`src/rtl/uart_tx_cfg.sv`:
```
// Configurable UART transmitter: start bit, DATA_WIDTH data bits LSB first,
// optional even/odd parity, one or two stop bits, each CLOCKS_PER_BIT cycles.
module uart_tx_cfg #(
    parameter int DATA_WIDTH     = 8,
    parameter int CLOCKS_PER_BIT = 10417,
    parameter int PARITY_MODE    = 0,
    parameter int STOP_BITS      = 1
) (
    input  logic                  clk,
    input  logic                  rst,
    input  logic                  s_valid,
    input  logic [DATA_WIDTH-1:0] s_data,
    output logic                  s_ready,
    output logic                  uart_tx,
    output logic                  busy,
    output logic                  tx_done,
    output logic [2:0]            o_dbg_state
);

    if (DATA_WIDTH < 5 || DATA_WIDTH > 9) begin : g_bad_data_width
        $error("uart_tx_cfg: DATA_WIDTH must be 5..9");
    end
    if (CLOCKS_PER_BIT < 2) begin : g_bad_clocks_per_bit
        $error("uart_tx_cfg: CLOCKS_PER_BIT must be >= 2");
    end
    if (PARITY_MODE < 0 || PARITY_MODE > 2) begin : g_bad_parity_mode
        $error("uart_tx_cfg: PARITY_MODE must be 0, 1 or 2");
    end
    if (STOP_BITS < 1 || STOP_BITS > 2) begin : g_bad_stop_bits
        $error("uart_tx_cfg: STOP_BITS must be 1 or 2");
    end

    localparam int CW = $clog2(CLOCKS_PER_BIT);
    localparam int IW = $clog2(DATA_WIDTH + 1);
    localparam logic [CW-1:0] CNT_LAST  = CW'(CLOCKS_PER_BIT - 1);
    localparam logic [IW-1:0] IDX_LAST  = IW'(DATA_WIDTH - 1);
    localparam logic [IW-1:0] STOP_LAST = IW'(STOP_BITS - 1);

    typedef enum logic [2:0] {
        S_IDLE   = 3'd0,
        S_START  = 3'd1,
        S_DATA   = 3'd2,
        S_PARITY = 3'd3,
        S_STOP   = 3'd4
    } state_t;

    state_t                r_state;
    logic [CW-1:0]         r_cnt;
    logic [IW-1:0]         r_idx;
    logic [DATA_WIDTH-1:0] r_shift;
    logic                  r_par;
    logic                  r_tx;
    logic                  r_done;
    logic                  w_bit_end;

    // Handshake: a byte is accepted on the rising edge where s_valid && s_ready;
    // s_ready is high exactly while the FSM sits in IDLE, and s_data is only
    // sampled on that edge.
    assign w_bit_end   = (r_cnt == CNT_LAST);
    assign s_ready     = (r_state == S_IDLE);
    assign busy        = ~s_ready;
    assign uart_tx     = r_tx;
    assign tx_done     = r_done;
    assign o_dbg_state = r_state;

    always_ff @(posedge clk or posedge rst) begin
        if (rst) begin
            r_state <= S_IDLE;
            r_cnt   <= '0;
            r_idx   <= '0;
            r_shift <= '0;
            r_par   <= 1'b0;
            r_tx    <= 1'b1;
            r_done  <= 1'b0;
        end else begin
            r_done <= 1'b0;
            case (r_state)
                S_IDLE: begin
                    r_tx  <= 1'b1;
                    r_cnt <= '0;
                    r_idx <= '0;
                    if (s_valid) begin
                        r_shift <= s_data;
                        // Parity is fixed at accept time so later shifting cannot disturb it.
                        r_par   <= (PARITY_MODE == 2) ? ~(^s_data) : (^s_data);
                        r_tx    <= 1'b0;
                        r_state <= S_START;
                    end
                end
                S_START: begin
                    if (w_bit_end) begin
                        r_cnt   <= '0;
                        r_idx   <= '0;
                        r_tx    <= r_shift[0];
                        r_state <= S_DATA;
                    end else begin
                        r_cnt <= r_cnt + 1'b1;
                    end
                end
                S_DATA: begin
                    if (w_bit_end) begin
                        r_cnt <= '0;
                        if (r_idx == IDX_LAST) begin
                            r_idx <= '0;
                            if (PARITY_MODE != 0) begin
                                r_tx    <= r_par;
                                r_state <= S_PARITY;
                            end else begin
                                r_tx    <= 1'b1;
                                r_state <= S_STOP;
                            end
                        end else begin
                            r_idx   <= r_idx + 1'b1;
                            r_tx    <= r_shift[1];
                            r_shift <= r_shift >> 1;
                        end
                    end else begin
                        r_cnt <= r_cnt + 1'b1;
                    end
                end
                S_PARITY: begin
                    if (w_bit_end) begin
                        r_cnt   <= '0;
                        r_idx   <= '0;
                        r_tx    <= 1'b1;
                        r_state <= S_STOP;
                    end else begin
                        r_cnt <= r_cnt + 1'b1;
                    end
                end
                S_STOP: begin
                    r_tx <= 1'b1;
                    if (w_bit_end) begin
                        r_cnt <= '0;
                        if (r_idx == STOP_LAST) begin
                            r_idx   <= '0;
                            r_done  <= 1'b1;
                            r_state <= S_IDLE;
                        end else begin
                            r_idx <= r_idx + 1'b1;
                        end
                    end else begin
                        r_cnt <= r_cnt + 1'b1;
                    end
                end
                default: begin
                    r_tx    <= 1'b1;
                    r_state <= S_IDLE;
                end
            endcase
        end
    end

endmodule

```
`config.mk`:
```
export PLATFORM = sky130hd
export DESIGN_NAME = uart_tx_cfg
export DESIGN_NICKNAME = d
export VERILOG_FILES = /design/src/rtl/uart_tx_cfg.sv
export SDC_FILE = /design/constraint.sdc
export NUM_CORES = 1
export LEC_CHECK = 0
export BUFFER_PORTS_ARGS = -buffer_cell sky130_fd_sc_hd__clkbuf_2
export CORE_MARGIN = 2
export CORE_UTILIZATION = 35
export CTS_CLUSTER_SIZE = 16
export DETAILED_ROUTE_END_ITERATION = 8
export SLEW_MARGIN = 20
export SYNTH_ARGS = -nofsm -noshare
export SYNTH_HDL_FRONTEND = slang
export SYNTH_SLANG_ARGS = --single-unit
```
`constraint.sdc`:
```
create_clock -name clk -period 3.6 [get_ports clk]
set_clock_uncertainty 0.05 [all_clocks]
set_input_delay 0.54 -clock clk [delete_from_list [all_inputs] [get_ports clk]]
set_output_delay 0.54 -clock clk [all_outputs]
set_load 0.05 [all_outputs]
```
### Word level (Yosys, flattened, before mapping)

Cells that the tools add are included.

| cells by class | value |
|---|---|
| add/sub/neg operators | 2 |
| eq/ne operators | 15 |
| mux-type cells | 29 |
| bitwise operators | 1 |
| reduce and logical (&&, ||, !) cells | 11 |

Operator list:

| kind | number |
|---|---|
| $pmux W14 S2 | 1 |
| $mux W8 | 3 |
| $mux W3 | 7 |
| $mux W4 | 5 |
| $ne A2 B2 Y1 const B | 8 |
| $pmux W4 S4 | 1 |
| $pmux W8 S2 | 1 |
| $pmux W3 S5 | 1 |
| $add A14 B1 Y14 const B | 1 |
| $eq A14 B14 Y1 const B | 1 |
| $mux W14 | 1 |
| $mux W1 | 8 |
| $reduce_and A4 Y1 | 2 |
| $reduce_and A7 Y1 | 1 |
| $eq A3 B2 Y1 const B | 2 |
| $add A4 B1 Y4 const B | 1 |
| $eq A4 B3 Y1 const B | 1 |
| $logic_not A4 Y1 | 1 |
| $pmux W1 S4 | 1 |
| $reduce_bool A2 Y1 | 2 |
| $reduce_bool A4 Y1 | 1 |
| $reduce_or A4 Y1 | 1 |
| $eq A3 B1 Y1 const B | 1 |
| $eq A3 B3 Y1 const B | 1 |
| 5 further kinds | 5 |

| storage, ports and cells | value |
|---|---|
| register bits | 31 |

### Longest topological paths before layout

| depth | value |
|---|---|
| word-level depth | 4 |
| mapped depth | 8 |
| depth with buffers taken out | 6 |

### Worst setup path before layout

Ideal clock, no wire load.

| path | value |
|---|---|
| kind | flip-flop to output port |
| from | register r_state[0] (netlist: o_dbg_state[0]) |
| to | output busy |
| arrival time | 2.428 ns |
| slack | 0.582 ns |
| stages on the path, launching flop included | 6 |
| path buffers | 2 |
| cell sequence | dfrtp_1 > clkbuf_1 > or2_2 > buf_4 > nor2_1 > inv_1 |

| on the way | value |
|---|---|
| cells in the longest elaborated chain, start to end | 2 |

Ends and longest elaborated chain:

| element | RTL line | text |
|---|---|---|
| from (decl) | 47 | `state_t r_state;` |
| from (signal assigned) | 68 | `r_state <= S_IDLE;` |
| from (signal assigned) | 87 | `r_state <= S_START;` |
| from (signal assigned) | 95 | `r_state <= S_DATA;` |
| $logic_not A3 Y1 | 60 | `assign s_ready = (r_state == S_IDLE);` |
| via s_ready | 13 | `output logic s_ready,` |
| $not A1 Y1 | 61 | `assign busy = ~s_ready;` |
| to (decl) | 15 | `output logic busy,` |

The timed path passes the listed nets, and every way through them passes these cells.

### Final worst setup path

| path | value |
|---|---|
| from | register r_cnt[0] |
| to | register r_idx[0] |

| on the way | value |
|---|---|
| cells in the longest elaborated chain, start to end | 3 |

Ends and longest elaborated chain:

| element | RTL line | text |
|---|---|---|
| from (decl) | 48 | `logic [CW-1:0] r_cnt;` |
| from (signal assigned) | 97 | `r_cnt <= r_cnt + 1'b1;` |
| from (signal assigned) | 118 | `r_cnt <= r_cnt + 1'b1;` |
| from (signal assigned) | 128 | `r_cnt <= r_cnt + 1'b1;` |
| $eq A14 B14 Y1 (*) | 59 | `assign w_bit_end = (r_cnt == CNT_LAST);` |
| $ne A2 B1 Y1 (no line) or $ne A2 B2 Y1 (tied branches) | n/a |  |
| $reduce_and A4 Y1 (no line) (*) | n/a |  |
| to (signal assigned) | 113 | `r_idx <= r_idx + 1'b1;` |
| to (signal assigned) | 140 | `r_idx <= r_idx + 1'b1;` |
| to (decl) | 49 | `logic [IW-1:0] r_idx;` |

Every way passes the cells marked *; elsewhere a longest branch is shown, timed or not.
A chain may end at the register's enable or synchronous reset.

==> out/qor.csv <==
metric,value,unit
worst-path maximum fanout,15,
setup tns final,0,ns
Total GRT Usage,0.145,
worst hold path class,input port to async pin,
diodes inserted,0,
Worst EP required,3.72,ns
clock period minus worst slack,2.81,ns
remaining global-route overflow,0,
CTS tree,done,
cells after synthesis,172,
Yosys cell types,45,
initial drt markers,44,
critical path class,flop to flop,
CTS Buf Count,5,
startpoint types,flop,
unrepaired setup endpoints after global routing,no,
vias in the first global route,1246,
Worst R2R Start,r_cnt[0]$_DFFE_PP0P_,
Remaining DRCs,0,
GR Util met3,0.0402,
DP Area,1910,sq um
RePlAce Congestion,0.763,
Syn-to-layout area delta,13.6,%
CORE AREA,4790,sq um
run status,completed,
cell area after layout,2010,sq um
vias per std cell,5.21,
Initial Util,0.369,
met1 Resource Use GR,0.193,
post-DP HPWL,2.40,mm
global-route track usage on met2,0.220,
Final #Nets,206,
Post-synth EDFFs,0,
row count,25,
Worst-Margin Slew,0.778,ns
Final period util,0.781,
share of cells above drive strength 1,0.281,
"Avg Cell Area, Syn",10.3,sq um
Synth Net Count,187,
first-pass GRT wire length,6.08,mm
Leak,0.851,nW
Skew-Pair Late Insertion Delay,0.28,ns
Worst IR Drop VDD,0.000221,V
pin count of the biggest net entering global routing,32,
fin worst setup slack,0.790,ns
max-cap violations,0,
Die H,75.0,um
GRT busiest layer,met2,
clock buffer depth,2,
total setup buffers inserted after CTS,0,
die width,75.0,um
Crit path arrival time,2.93,ns
Final Setup Violations,0,
fmax,0.356,GHz
H-tree Lvls,2,
final hold violations,0,
max-slew violations,0,
port bufs,17,
average wire per cell in the routed design,13.4,um
ANT nets after route,0,
synthesized area,1770,sq um
slowest CP cell,o41ai_1,
die area,5630,sq um
Via Count,1350,
IO Count,18,
Fill cells,477,
Pre-antenna DRT Iters,4,
worst slack at placement,0.807,ns
Sink Count,31,
slowest cell delay on critical path,0.75,ns
Worst R2R Setup Slack,0.79,ns
Worst Setup End Kind,flop,
"Clk pin slew, worst setup/hold paths",0.06,ns
Root Driver,clkbuf_8,
Routed Wire Length,3.47,mm
worst-path cell chain,inv_1 -> ha_1 -> or4b_4 -> o41ai_1 -> and2_1 -> buf_4 -> mux2_2,
initial antenna violation count,0,
Post-synth ARST share,1.00,
post_cts resized,0,
Synth Warn #,0,
Power Density,499,nW/um^2
post-synthesis sequential area ratio,0.440,
Main synth FF type,dfrtp_1,
# hold bufs at CTS,0,
"flops & latches, synth",31,
Worst slew margin,0.477,
R2R depth,7,
Reg-to-Reg End,r_idx[0]$_DFFE_PP0P_,
-- placed cells by master, fill, tap and decap left out, types with 6 or more instances in the layout --
master and n:
nor2_1 14, clkbuf_2 17, clkbuf_8 7, inv_1 12, a21oi_1 6, mux2_2 17, o21ai_0 8, dfrtp_1 30
nand2_1 6
-- logic make-up after synthesis --
logic type / count (synthesis) / share of synthesized area
XOR/XNOR: 6 / 0.0298
flip-flops: 31 / 0.440
AO/OA/AOI/OAI: 33 / 0.140
multiplexers: 17 / 0.108
adder cells (fa/ha/maj): 4 / 0.0283
buffers and inverters: 20 / 0.0546
AND/OR/NAND/NOR: 61 / 0.198
-- flip-flops by register name, summed over array words and instances (netlist names) --
register	count
o_dbg_state	3
uart_tx	1
r_shift	8
r_idx	4
r_cnt	14
tx_done	1
-- power by group --
part           internal, mW  leakage (nW)  switching (mW)
Clock                 0.174        0.0515           0.129
Sequential            0.420         0.399          0.0585
Combinational         0.104         0.400           0.116
Total                 0.698         0.851           0.303
-- critical path: cells and delay by family (launching register included) --
kind	cells	cell delay (ns)
compound gates	1	0.75
fa+ha+maj	1	0.13
buf+inv	2	0.30
flops	1	0.42
mux	1	0.35
simple gates	2	0.69
-- cell usage after synthesis (all sizes together) (2+ instances only) --
library cell	n	area share
nand3b	2	0.0085
nand3	5	0.014
nor2b	3	0.011
a32o	3	0.017
and3	3	0.011
nor3b	3	0.013
nor2	14	0.030
nand4	4	0.014
a21oi	6	0.017
ha	4	0.028
o21ai	9	0.026
and2	2	0.0071
a22o	2	0.0099
clkbuf	2	0.0043
or2	3	0.011
mux2	17	0.11
o211ai	2	0.0085
o41ai	2	0.0099
nor4	3	0.011
inv	12	0.026
buf	6	0.025
or3	5	0.018
xor2	5	0.025
nand2	6	0.013
a31oi	3	0.011
or4	2	0.0085
dfrtp	30	0.43
-- cell type report --
class	count	area, sq um	share of cell area
multi-input combinational	121	892	0.445
sequential	31	777	0.387
timing repair buffer	20	108	0.0536
clock buffer	8	100	0.0499
tap	67	83.8	0.0418
inverter	12	45.0	0.0225
-- layer usage --
metal | vias up | part of all wire | wire [um]
met5 | - | 0 | 0
met4 | 0 | 0.020 | 70
met3 | 7 | 0.039 | 136
met2 | 25 | 0.45 | 1560
met1 | 652 | 0.49 | 1700
li1 | 666 | - | -
-- worst max-delay path by stage --
stage,from,slack [ns],cells past startpoint,to
4_1_cts,r_cnt[0]$_DFFE_PP0P_,0.79,7,r_idx[0]$_DFFE_PP0P_
2_1_floorplan,o_dbg_state[0]$_DFFE_PP0P_,0.58,5,busy
3_3_place_gp,r_cnt[0]$_DFFE_PP0P_,0.81,7,r_idx[1]$_DFFE_PP0P_
5_1_grt,r_cnt[0]$_DFFE_PP0P_,0.67,7,r_idx[0]$_DFFE_PP0P_
3_5_place_dp,r_cnt[0]$_DFFE_PP0P_,0.81,7,r_idx[1]$_DFFE_PP0P_
6_report,r_cnt[0]$_DFFE_PP0P_,0.79,7,r_idx[0]$_DFFE_PP0P_
-- per-stage QoR --
step	instances	utilization	total power [mW]	hold slack (ns)
after floorplan	172	-	0.650	0.425
after global placement	251	0.398	0.699	0.438
after detailed placement	251	0.398	0.705	0.444
after CTS	259	0.419	1.02	0.273
after global routing	259	0.419	1.07	0.311
final	259	0.419	1.00	0.264
Note: power is estimated with default switching activity, not from simulation.
